$ cat src/rtl/pix_pkg.sv
// Shared types and helpers for the frame-buffer writer.
// The check-bit mapping is also used by the bench scoreboard.
package pix_pkg;

    localparam int PIX_W = 12;
    localparam int CHK_W = 8;
    localparam int EXP_W = 6;

    localparam logic ST_IDLE_ENC = 1'b0;
    localparam logic ST_RECV_ENC = 1'b1;

    typedef enum logic {
        ST_IDLE = ST_IDLE_ENC,
        ST_RECV = ST_RECV_ENC
    } state_t;

    function automatic logic [EXP_W-1:0] chk_expected(
        input logic [PIX_W-1:0] pix
    );
        return {pix[11], pix[8], pix[7], pix[4], pix[3], pix[0]};
    endfunction

endpackage

$ cat src/rtl/pix_frame_wr_if.sv
// Pixel input and frame-buffer write bundle.
// slave is the writer's view; master is the producer/observer view.
interface pix_frame_wr_if #(
    parameter int ADDR_W = 15
);
    import pix_pkg::*;

    logic [PIX_W-1:0]  i_pix;
    logic              i_pix_valid;
    logic [CHK_W-1:0]  i_check_code;
    logic              i_check_valid;
    logic              o_wr_en;
    logic [ADDR_W-1:0] o_wr_addr;
    logic [PIX_W-1:0]  o_wr_data;
    logic              o_frame_done;
    logic [7:0]        o_frame_chk;
    logic [7:0]        o_frame_err_cnt;
    logic              o_pix_err;
    logic              o_timeout;
    logic              o_busy;

    modport slave (
        input  i_pix, i_pix_valid, i_check_code, i_check_valid,
        output o_wr_en, o_wr_addr, o_wr_data, o_frame_done,
        output o_frame_chk, o_frame_err_cnt, o_pix_err,
        output o_timeout, o_busy
    );

    modport master (
        output i_pix, i_pix_valid, i_check_code, i_check_valid,
        input  o_wr_en, o_wr_addr, o_wr_data, o_frame_done,
        input  o_frame_chk, o_frame_err_cnt, o_pix_err,
        input  o_timeout, o_busy
    );

endinterface

$ cat src/rtl/pix_chk_cmp.sv
// Check-code compare: combinational mismatch plus a flag
// registered to line up with the frame-buffer write strobe.
module pix_chk_cmp
    import pix_pkg::*;
(
    input  logic             i_clk_sys,
    input  logic             i_rst_n,
    input  logic             i_accept,
    input  logic [PIX_W-1:0] i_pix,
    input  logic [CHK_W-1:0] i_code,
    input  logic             i_code_valid,
    output logic [CHK_W-1:0] o_code,
    output logic             o_mis,
    output logic             o_mis_q
);

    logic mis_d;
    logic mis_q;

    // A missing check code reads as zero and is judged like any other.
    always_comb begin
        o_code = i_code_valid ? i_code : '0;
        o_mis  = o_code[CHK_W-1:2] != chk_expected(i_pix);
        mis_d  = i_accept & o_mis;
    end

    always_ff @(posedge i_clk_sys or negedge i_rst_n) begin
        if (!i_rst_n) begin
            mis_q <= 1'b0;
        end else begin
            mis_q <= mis_d;
        end
    end

    assign o_mis_q = mis_q;

endmodule

$ cat src/rtl/pix_frame_wr.sv
// Raster-order frame-buffer writer with per-frame XOR signature,
// saturating error count and inter-pixel timeout.
module pix_frame_wr
    import pix_pkg::*;
#(
    parameter int H_PIX       = 160,
    parameter int V_PIX       = 120,
    parameter int ADDR_W      = 15,
    parameter int TIMEOUT_CYC = 500000,
    parameter int TO_W        = 19
) (
    input  logic           i_clk_sys,
    input  logic           i_rst_n,
    pix_frame_wr_if.slave  bus
);

    localparam int NPIX = H_PIX * V_PIX;
    localparam logic [ADDR_W-1:0] LAST_ADDR = ADDR_W'(NPIX - 1);
    localparam logic [TO_W-1:0]   TO_LAST   = TO_W'(TIMEOUT_CYC - 1);

    state_t            state_q, state_d;
    logic [ADDR_W-1:0] addr_q, addr_d;
    logic [7:0]        chk_acc_q, chk_acc_d;
    logic [7:0]        err_acc_q, err_acc_d;
    logic [TO_W-1:0]   to_cnt_q, to_cnt_d;
    logic              wr_en_q, wr_en_d;
    logic [PIX_W-1:0]  wr_data_q, wr_data_d;
    logic              done_pend_q, done_pend_d;
    logic              frame_done_q, frame_done_d;
    logic [7:0]        frame_chk_q, frame_chk_d;
    logic [7:0]        frame_err_q, frame_err_d;
    logic              timeout_q, timeout_d;

    logic              accept;
    logic [CHK_W-1:0]  code_eff;
    logic              mis;
    logic              mis_q;
    logic [ADDR_W-1:0] wr_idx;
    logic [7:0]        base_chk, base_err;
    logic [7:0]        chk_new, err_new;

    assign accept = bus.i_pix_valid;

    pix_chk_cmp u_chk (
        .i_clk_sys    (i_clk_sys),
        .i_rst_n      (i_rst_n),
        .i_accept     (accept),
        .i_pix        (bus.i_pix),
        .i_code       (bus.i_check_code),
        .i_code_valid (bus.i_check_valid),
        .o_code       (code_eff),
        .o_mis        (mis),
        .o_mis_q      (mis_q)
    );

    always_comb begin
        state_d      = state_q;
        addr_d       = addr_q;
        chk_acc_d    = chk_acc_q;
        err_acc_d    = err_acc_q;
        to_cnt_d     = to_cnt_q;
        wr_en_d      = 1'b0;
        wr_data_d    = wr_data_q;
        done_pend_d  = 1'b0;
        frame_done_d = done_pend_q;
        frame_chk_d  = frame_chk_q;
        frame_err_d  = frame_err_q;
        timeout_d    = 1'b0;
        wr_idx       = '0;
        base_chk     = '0;
        base_err     = '0;

        if (state_q == ST_RECV) begin
            wr_idx   = addr_q + ADDR_W'(1);
            base_chk = chk_acc_q;
            base_err = err_acc_q;
        end
        chk_new = base_chk ^ code_eff;
        err_new = base_err;
        if (mis && base_err != 8'hFF) begin
            err_new = base_err + 8'd1;
        end

        if (accept) begin
            wr_en_d   = 1'b1;
            addr_d    = wr_idx;
            wr_data_d = bus.i_pix;
            to_cnt_d  = '0;
            // Last pixel: results go out next cycle, FSM is free now.
            if (wr_idx == LAST_ADDR) begin
                done_pend_d = 1'b1;
                frame_chk_d = chk_new;
                frame_err_d = err_new;
                chk_acc_d   = '0;
                err_acc_d   = '0;
                state_d     = ST_IDLE;
            end else begin
                chk_acc_d = chk_new;
                err_acc_d = err_new;
                state_d   = ST_RECV;
            end
        end else begin
            unique case (state_q)
                ST_RECV: begin
                    if (to_cnt_q == TO_LAST) begin
                        timeout_d = 1'b1;
                        state_d   = ST_IDLE;
                        to_cnt_d  = '0;
                        addr_d    = '0;
                        chk_acc_d = '0;
                        err_acc_d = '0;
                    end else begin
                        to_cnt_d = to_cnt_q + TO_W'(1);
                    end
                end
                default: begin
                    to_cnt_d = '0;
                end
            endcase
        end
    end

    always_ff @(posedge i_clk_sys or negedge i_rst_n) begin
        if (!i_rst_n) begin
            state_q      <= ST_IDLE;
            addr_q       <= '0;
            chk_acc_q    <= '0;
            err_acc_q    <= '0;
            to_cnt_q     <= '0;
            wr_en_q      <= 1'b0;
            wr_data_q    <= '0;
            done_pend_q  <= 1'b0;
            frame_done_q <= 1'b0;
            frame_chk_q  <= '0;
            frame_err_q  <= '0;
            timeout_q    <= 1'b0;
        end else begin
            state_q      <= state_d;
            addr_q       <= addr_d;
            chk_acc_q    <= chk_acc_d;
            err_acc_q    <= err_acc_d;
            to_cnt_q     <= to_cnt_d;
            wr_en_q      <= wr_en_d;
            wr_data_q    <= wr_data_d;
            done_pend_q  <= done_pend_d;
            frame_done_q <= frame_done_d;
            frame_chk_q  <= frame_chk_d;
            frame_err_q  <= frame_err_d;
            timeout_q    <= timeout_d;
        end
    end

    assign bus.o_wr_en         = wr_en_q;
    assign bus.o_wr_addr       = addr_q;
    assign bus.o_wr_data       = wr_data_q;
    assign bus.o_frame_done    = frame_done_q;
    assign bus.o_frame_chk     = frame_chk_q;
    assign bus.o_frame_err_cnt = frame_err_q;
    assign bus.o_pix_err       = mis_q;
    assign bus.o_timeout       = timeout_q;
    assign bus.o_busy          = (state_q == ST_RECV);

endmodule

$ cat src/flat_wrapper.sv
// flat-port wrapper written by rule: the top's interface ports become plain ports
module pix_frame_wr_flat import pix_pkg::*;
#(
    parameter int H_PIX       = 160,
    parameter int V_PIX       = 120,
    parameter int ADDR_W      = 15,
    parameter int TIMEOUT_CYC = 500000,
    parameter int TO_W        = 19
)
  (i_clk_sys, i_rst_n, bus_i_pix, bus_i_pix_valid, bus_i_check_code, bus_i_check_valid, bus_o_wr_en, bus_o_wr_addr, bus_o_wr_data, bus_o_frame_done, bus_o_frame_chk, bus_o_frame_err_cnt, bus_o_pix_err, bus_o_timeout, bus_o_busy);
  pix_frame_wr_if #(.ADDR_W(ADDR_W)) bus_i ();
  input  logic i_clk_sys;
  input  logic i_rst_n;
  input wire logic [$bits(bus_i.i_pix)-1:0] bus_i_pix;
  input wire logic [$bits(bus_i.i_pix_valid)-1:0] bus_i_pix_valid;
  input wire logic [$bits(bus_i.i_check_code)-1:0] bus_i_check_code;
  input wire logic [$bits(bus_i.i_check_valid)-1:0] bus_i_check_valid;
  output wire logic [$bits(bus_i.o_wr_en)-1:0] bus_o_wr_en;
  output wire logic [$bits(bus_i.o_wr_addr)-1:0] bus_o_wr_addr;
  output wire logic [$bits(bus_i.o_wr_data)-1:0] bus_o_wr_data;
  output wire logic [$bits(bus_i.o_frame_done)-1:0] bus_o_frame_done;
  output wire logic [$bits(bus_i.o_frame_chk)-1:0] bus_o_frame_chk;
  output wire logic [$bits(bus_i.o_frame_err_cnt)-1:0] bus_o_frame_err_cnt;
  output wire logic [$bits(bus_i.o_pix_err)-1:0] bus_o_pix_err;
  output wire logic [$bits(bus_i.o_timeout)-1:0] bus_o_timeout;
  output wire logic [$bits(bus_i.o_busy)-1:0] bus_o_busy;
  assign bus_i.i_pix = bus_i_pix;
  assign bus_i.i_pix_valid = bus_i_pix_valid;
  assign bus_i.i_check_code = bus_i_check_code;
  assign bus_i.i_check_valid = bus_i_check_valid;
  assign bus_o_wr_en = bus_i.o_wr_en;
  assign bus_o_wr_addr = bus_i.o_wr_addr;
  assign bus_o_wr_data = bus_i.o_wr_data;
  assign bus_o_frame_done = bus_i.o_frame_done;
  assign bus_o_frame_chk = bus_i.o_frame_chk;
  assign bus_o_frame_err_cnt = bus_i.o_frame_err_cnt;
  assign bus_o_pix_err = bus_i.o_pix_err;
  assign bus_o_timeout = bus_i.o_timeout;
  assign bus_o_busy = bus_i.o_busy;
  pix_frame_wr #(.H_PIX(H_PIX), .V_PIX(V_PIX), .ADDR_W(ADDR_W), .TIMEOUT_CYC(TIMEOUT_CYC), .TO_W(TO_W)) u_core (.i_clk_sys(i_clk_sys), .i_rst_n(i_rst_n), .bus(bus_i));
endmodule
$ cat config.mk
export PLATFORM = sky130hd
export DESIGN_NAME = pix_frame_wr_flat
export DESIGN_NICKNAME = d
export VERILOG_FILES = /design/src/rtl/pix_pkg.sv /design/src/rtl/pix_frame_wr_if.sv /design/src/rtl/pix_chk_cmp.sv /design/src/rtl/pix_frame_wr.sv /design/src/flat_wrapper.sv
export SDC_FILE = /design/constraint.sdc
export NUM_CORES = 1
export LEC_CHECK = 0
export ABC_AREA = 1
export BUFFER_PORTS_ARGS = -buffer_cell sky130_fd_sc_hd__buf_2
export CAP_MARGIN = 20
export CORE_MARGIN = 1
export CORE_UTILIZATION = 52
export CTS_CLUSTER_SIZE = 12
export DETAILED_ROUTE_END_ITERATION = 10
export GPL_TIMING_DRIVEN = 1
export PLACE_DENSITY_LB_ADDON = 0.2
export REMOVE_ABC_BUFFERS = 1
export SETUP_SLACK_MARGIN = 0.02
export SYNTH_ARGS = -nofsm -noshare
export SYNTH_HDL_FRONTEND = slang
export SYNTH_HIERARCHICAL = 1
export SYNTH_SLANG_ARGS = --single-unit
$ cat constraint.sdc
create_clock -name i_clk_sys -period 2 [get_ports i_clk_sys]
set_input_delay 0.1 -clock i_clk_sys [delete_from_list [all_inputs] [get_ports i_clk_sys]]
set_output_delay 0.1 -clock i_clk_sys [all_outputs]
set_load 0.03 [all_outputs]
==> results.yml <==
pwr:
  powerDensity_mw_per_mm2: 656
  ir_drop_v: 0.000416
  power_leakage_nw: 3.16
final_layout:
  area_growth_pct: 28.4
  nets: 775
  design_area_mm2: 0.00594
  regArea_mm2: 0.00210
  final_core_util: 0.685
  multi_input_area_mm2: 0.00232
  fillers: 709
  num_antenna_cells: 0
  drive_gt1_frac: 0.247
synth:
  avgSynthCellArea_um2: 7.37
  syn_area_mm2: 0.00463
  netlist_top_cells_area: "dfrtp_1 45%, nand2_1 18%, inv_1 5.7%"
  muxShareOfSynthArea: 0
  synth.yosys.warnings: 6
  syn-instance-count: 628
  yosys.area.top_type: "dfrtp_1"
  ys_types: 34
  synth_edf_count: 0
  netlist.area_leader.share: 0.454
  seq_area_frac_synth: 0.454
  ys.flop_type: "dfrtp_1"
  yosys.area_share.adder: 0.00811
  yosys_register_bits: 84
  synth-compound-area-share: 0.0522
  synth_most_common_cell: "nand2_1"
  synthXorXnorAreaFrac: 0.0265
  async_flop_share: 1.00
  synth_common_cells: "227 x nand2_1, 84 x dfrtp_1, 70 x inv_1"
  synthSimpleGateAreaFrac: 0.377
  synth_top_family_by_area: "simple AND/OR/NAND/NOR gates"
place:
  dp_hpwl_mm: 8.04
  placed_cell_area_mm2: 0.00526
  port_buffers: 71
  gp_congestion: 0.893
  place_ws_ps: 25.0
timing:
  clock_skew_ps: 13.2
  fin_tns_setup_ps: -13.0
  final.period_utilization: 1.00
  worst_slew_pin_slew_ps: 625
  min_period_ps: 2010
  finalHoldWorstSlack_ps: 157
  fmax_mhz: 498
  setup_viol: 2
  slew_viol_final: 0
  rsz0062_at_grt: "true"
  setup_ws_ps: -6.75
  relSlewSlack: 0.583
  hold_viol: 0
cts:
  cts_buffers: 9
  cts.sink_count: 84
  cts_max_level: 3
  clk_latency_ps: 350
  cts_tree: "yes"
  cts_buffer_depth: 2
  clk_pin_slew_ps: 90
  clock-root-buffer: "clkbuf_8"
drt:
  viasPerCell: 5.31
  routed-wl-met2_mm: 6.17
  routed_wl_mm: 12.6
  wl_met3_um: 726
  top_layer_used: "met4"
  final_antenna_net_count: 0
  drc_errors: 0
  m1WireLength_mm: 5.56
  drt_first_pass_iters: 7
  num_vias: 4568
  wl_per_cell_um: 14.7
  drtIter0Drc: 270
worst_hold_path:
  min_path_type: "input pin to flip-flop"
run_status:
  violations: "negative setup slack"
  run_status: "finished, violations left"
floorplan:
  core_area_mm2: 0.00868
  num_rows: 34
  die_h_um: 96.3
  start_util: 0.533
  die_area_mm2: 0.00928
  ioPinCount: 72
  die_x_um: 96.3
grt:
  grt.overflow.total: 0
  grt_pass1_vias: 4183
  grt_max_degree: 55
  antenna_found_initial: 0
  grt_usage: 0.281
  grt_first_pass_wirelength_mm: 19.7
worst_setup_path:
  worstSetupPathType: "flip-flop to flip-flop"
  crit_path_start_kind: "flip-flop"
  worst_setup_path_end_kind: "flip-flop"
  crit_required_ps: 2240
  crit_fanout: 8
  arrival_ps: 2250
job:
  cap_violations: 0
[logic make-up (layout without fill, tap and decap cells)]
family | Yosys count | in the layout
AO/OA/AOI/OAI | 41 | 41
XOR/XNOR | 14 | 14
adder cells (fa/ha/maj) | 3 | 3
buffers and inverters | 92 | 215
flip-flops | 84 | 84
AND/OR/NAND/NOR | 394 | 396
[state kept, by name, indices dropped and copies added (netlist names)]
| name | count |
|---|---|
| u_core/bus.o_busy | 1 |
| u_core/bus.o_frame_chk | 8 |
| u_core/bus.o_frame_done | 1 |
| u_core/bus.o_frame_err_cnt | 8 |
| u_core/bus.o_timeout | 1 |
| u_core/bus.o_wr_addr | 15 |
| u_core/bus.o_wr_data | 12 |
| u_core/bus.o_wr_en | 1 |
| u_core/chk_acc_q | 8 |
| u_core/done_pend_q | 1 |
| u_core/err_acc_q | 8 |
| u_core/to_cnt_q | 19 |
| u_core/u_chk/o_mis_q | 1 |
[what timing repair did]
item,4_1_cts,5_1_grt
endpoints found under the setup margin,16,36
hold buffers,13,0
cloned,3,0
setup buffers,5,7
gates resized for setup,8,42
pin swaps,5,20
hold endpoints to repair,43,0
[cells in the final DEF (no fill, tap or decap), drive strengths merged, types with 10 or more instances in the layout]
cell type    synthesis  layout
o21ai               15      15
nor2                70      70
inv                 71      71
nand3               54      56
xor2                14      14
dfrtp               84      84
nand2              231     231
dlygate4sd3          0      13
a21oi               14      14
nand4               25      25
buf                 10     113
clkbuf               9      10
[per-stage QoR]
step | total power, W | std cells
floorplan | 0.00223 | 609
global placement | 0.00246 | 817
detailed placement | 0.00248 | 817
CTS | 0.00386 | 854
global route | 0.00408 | 861
finish | 0.00390 | 861
[critical path: stages (launching register included)]
cell	delay, ps
dfrtp_1	440
nand2_1	180
nor2_4	200
nand3b_1	100
nand2_1	90
nand2_1	70
nor2_2	120
nand2_1	110
nor2_4	160
buf_6	130
nand3_4	120
nand2_2	120
nand2_1	50
[final timing paths]
check | cells after the start | slack [ps] | endpoint | start
max | 12 | -7 | u_core/bus.o_frame_err_cnt[4] | u_core/bus.o_wr_addr[3]
min | 4 | 160 | u_core/bus.o_wr_data[7] | bus_i_pix_valid
max reg2reg | 12 | -7 | u_core/bus.o_frame_err_cnt[4] | u_core/bus.o_wr_addr[3]
min reg2reg | 0 | 350 | u_core/bus.o_frame_done | u_core/done_pend_q
max in group asynchronous | 3 | 1180 | u_core/bus.o_wr_addr[2] | i_rst_n
min in group asynchronous | 2 | 220 | u_core/to_cnt_q[15] | i_rst_n
[cell type report]
cell class,count,area share
clock buffer,10,0.0215
clock inverter,6,0.0147
inverter,73,0.0468
multi-input combinational,454,0.391
sequential,84,0.354
tap,108,0.0227
timing repair buffer,126,0.149
[power by group]
group / switching [W] / leakage [nW] / total, W / internal, W
clock: 0.000643 / 0.111 / 0.00135 / 0.000707
sequential: 0.0000734 / 1.12 / 0.00186 / 0.00179
combinational: 0.000427 / 1.93 / 0.000683 / 0.000256
total: 0.00114 / 3.16 / 0.00390 / 0.00275
[layer usage]
metal | GRT usage | vias up
met3 | 0.0553 | 13
met5 | 0 | -
met4 | 0.0895 | 0
met2 | 0.446 | 162
li1 | - | 2241
met1 | 0.386 | 2152
(Power assumes the default switching activity.)
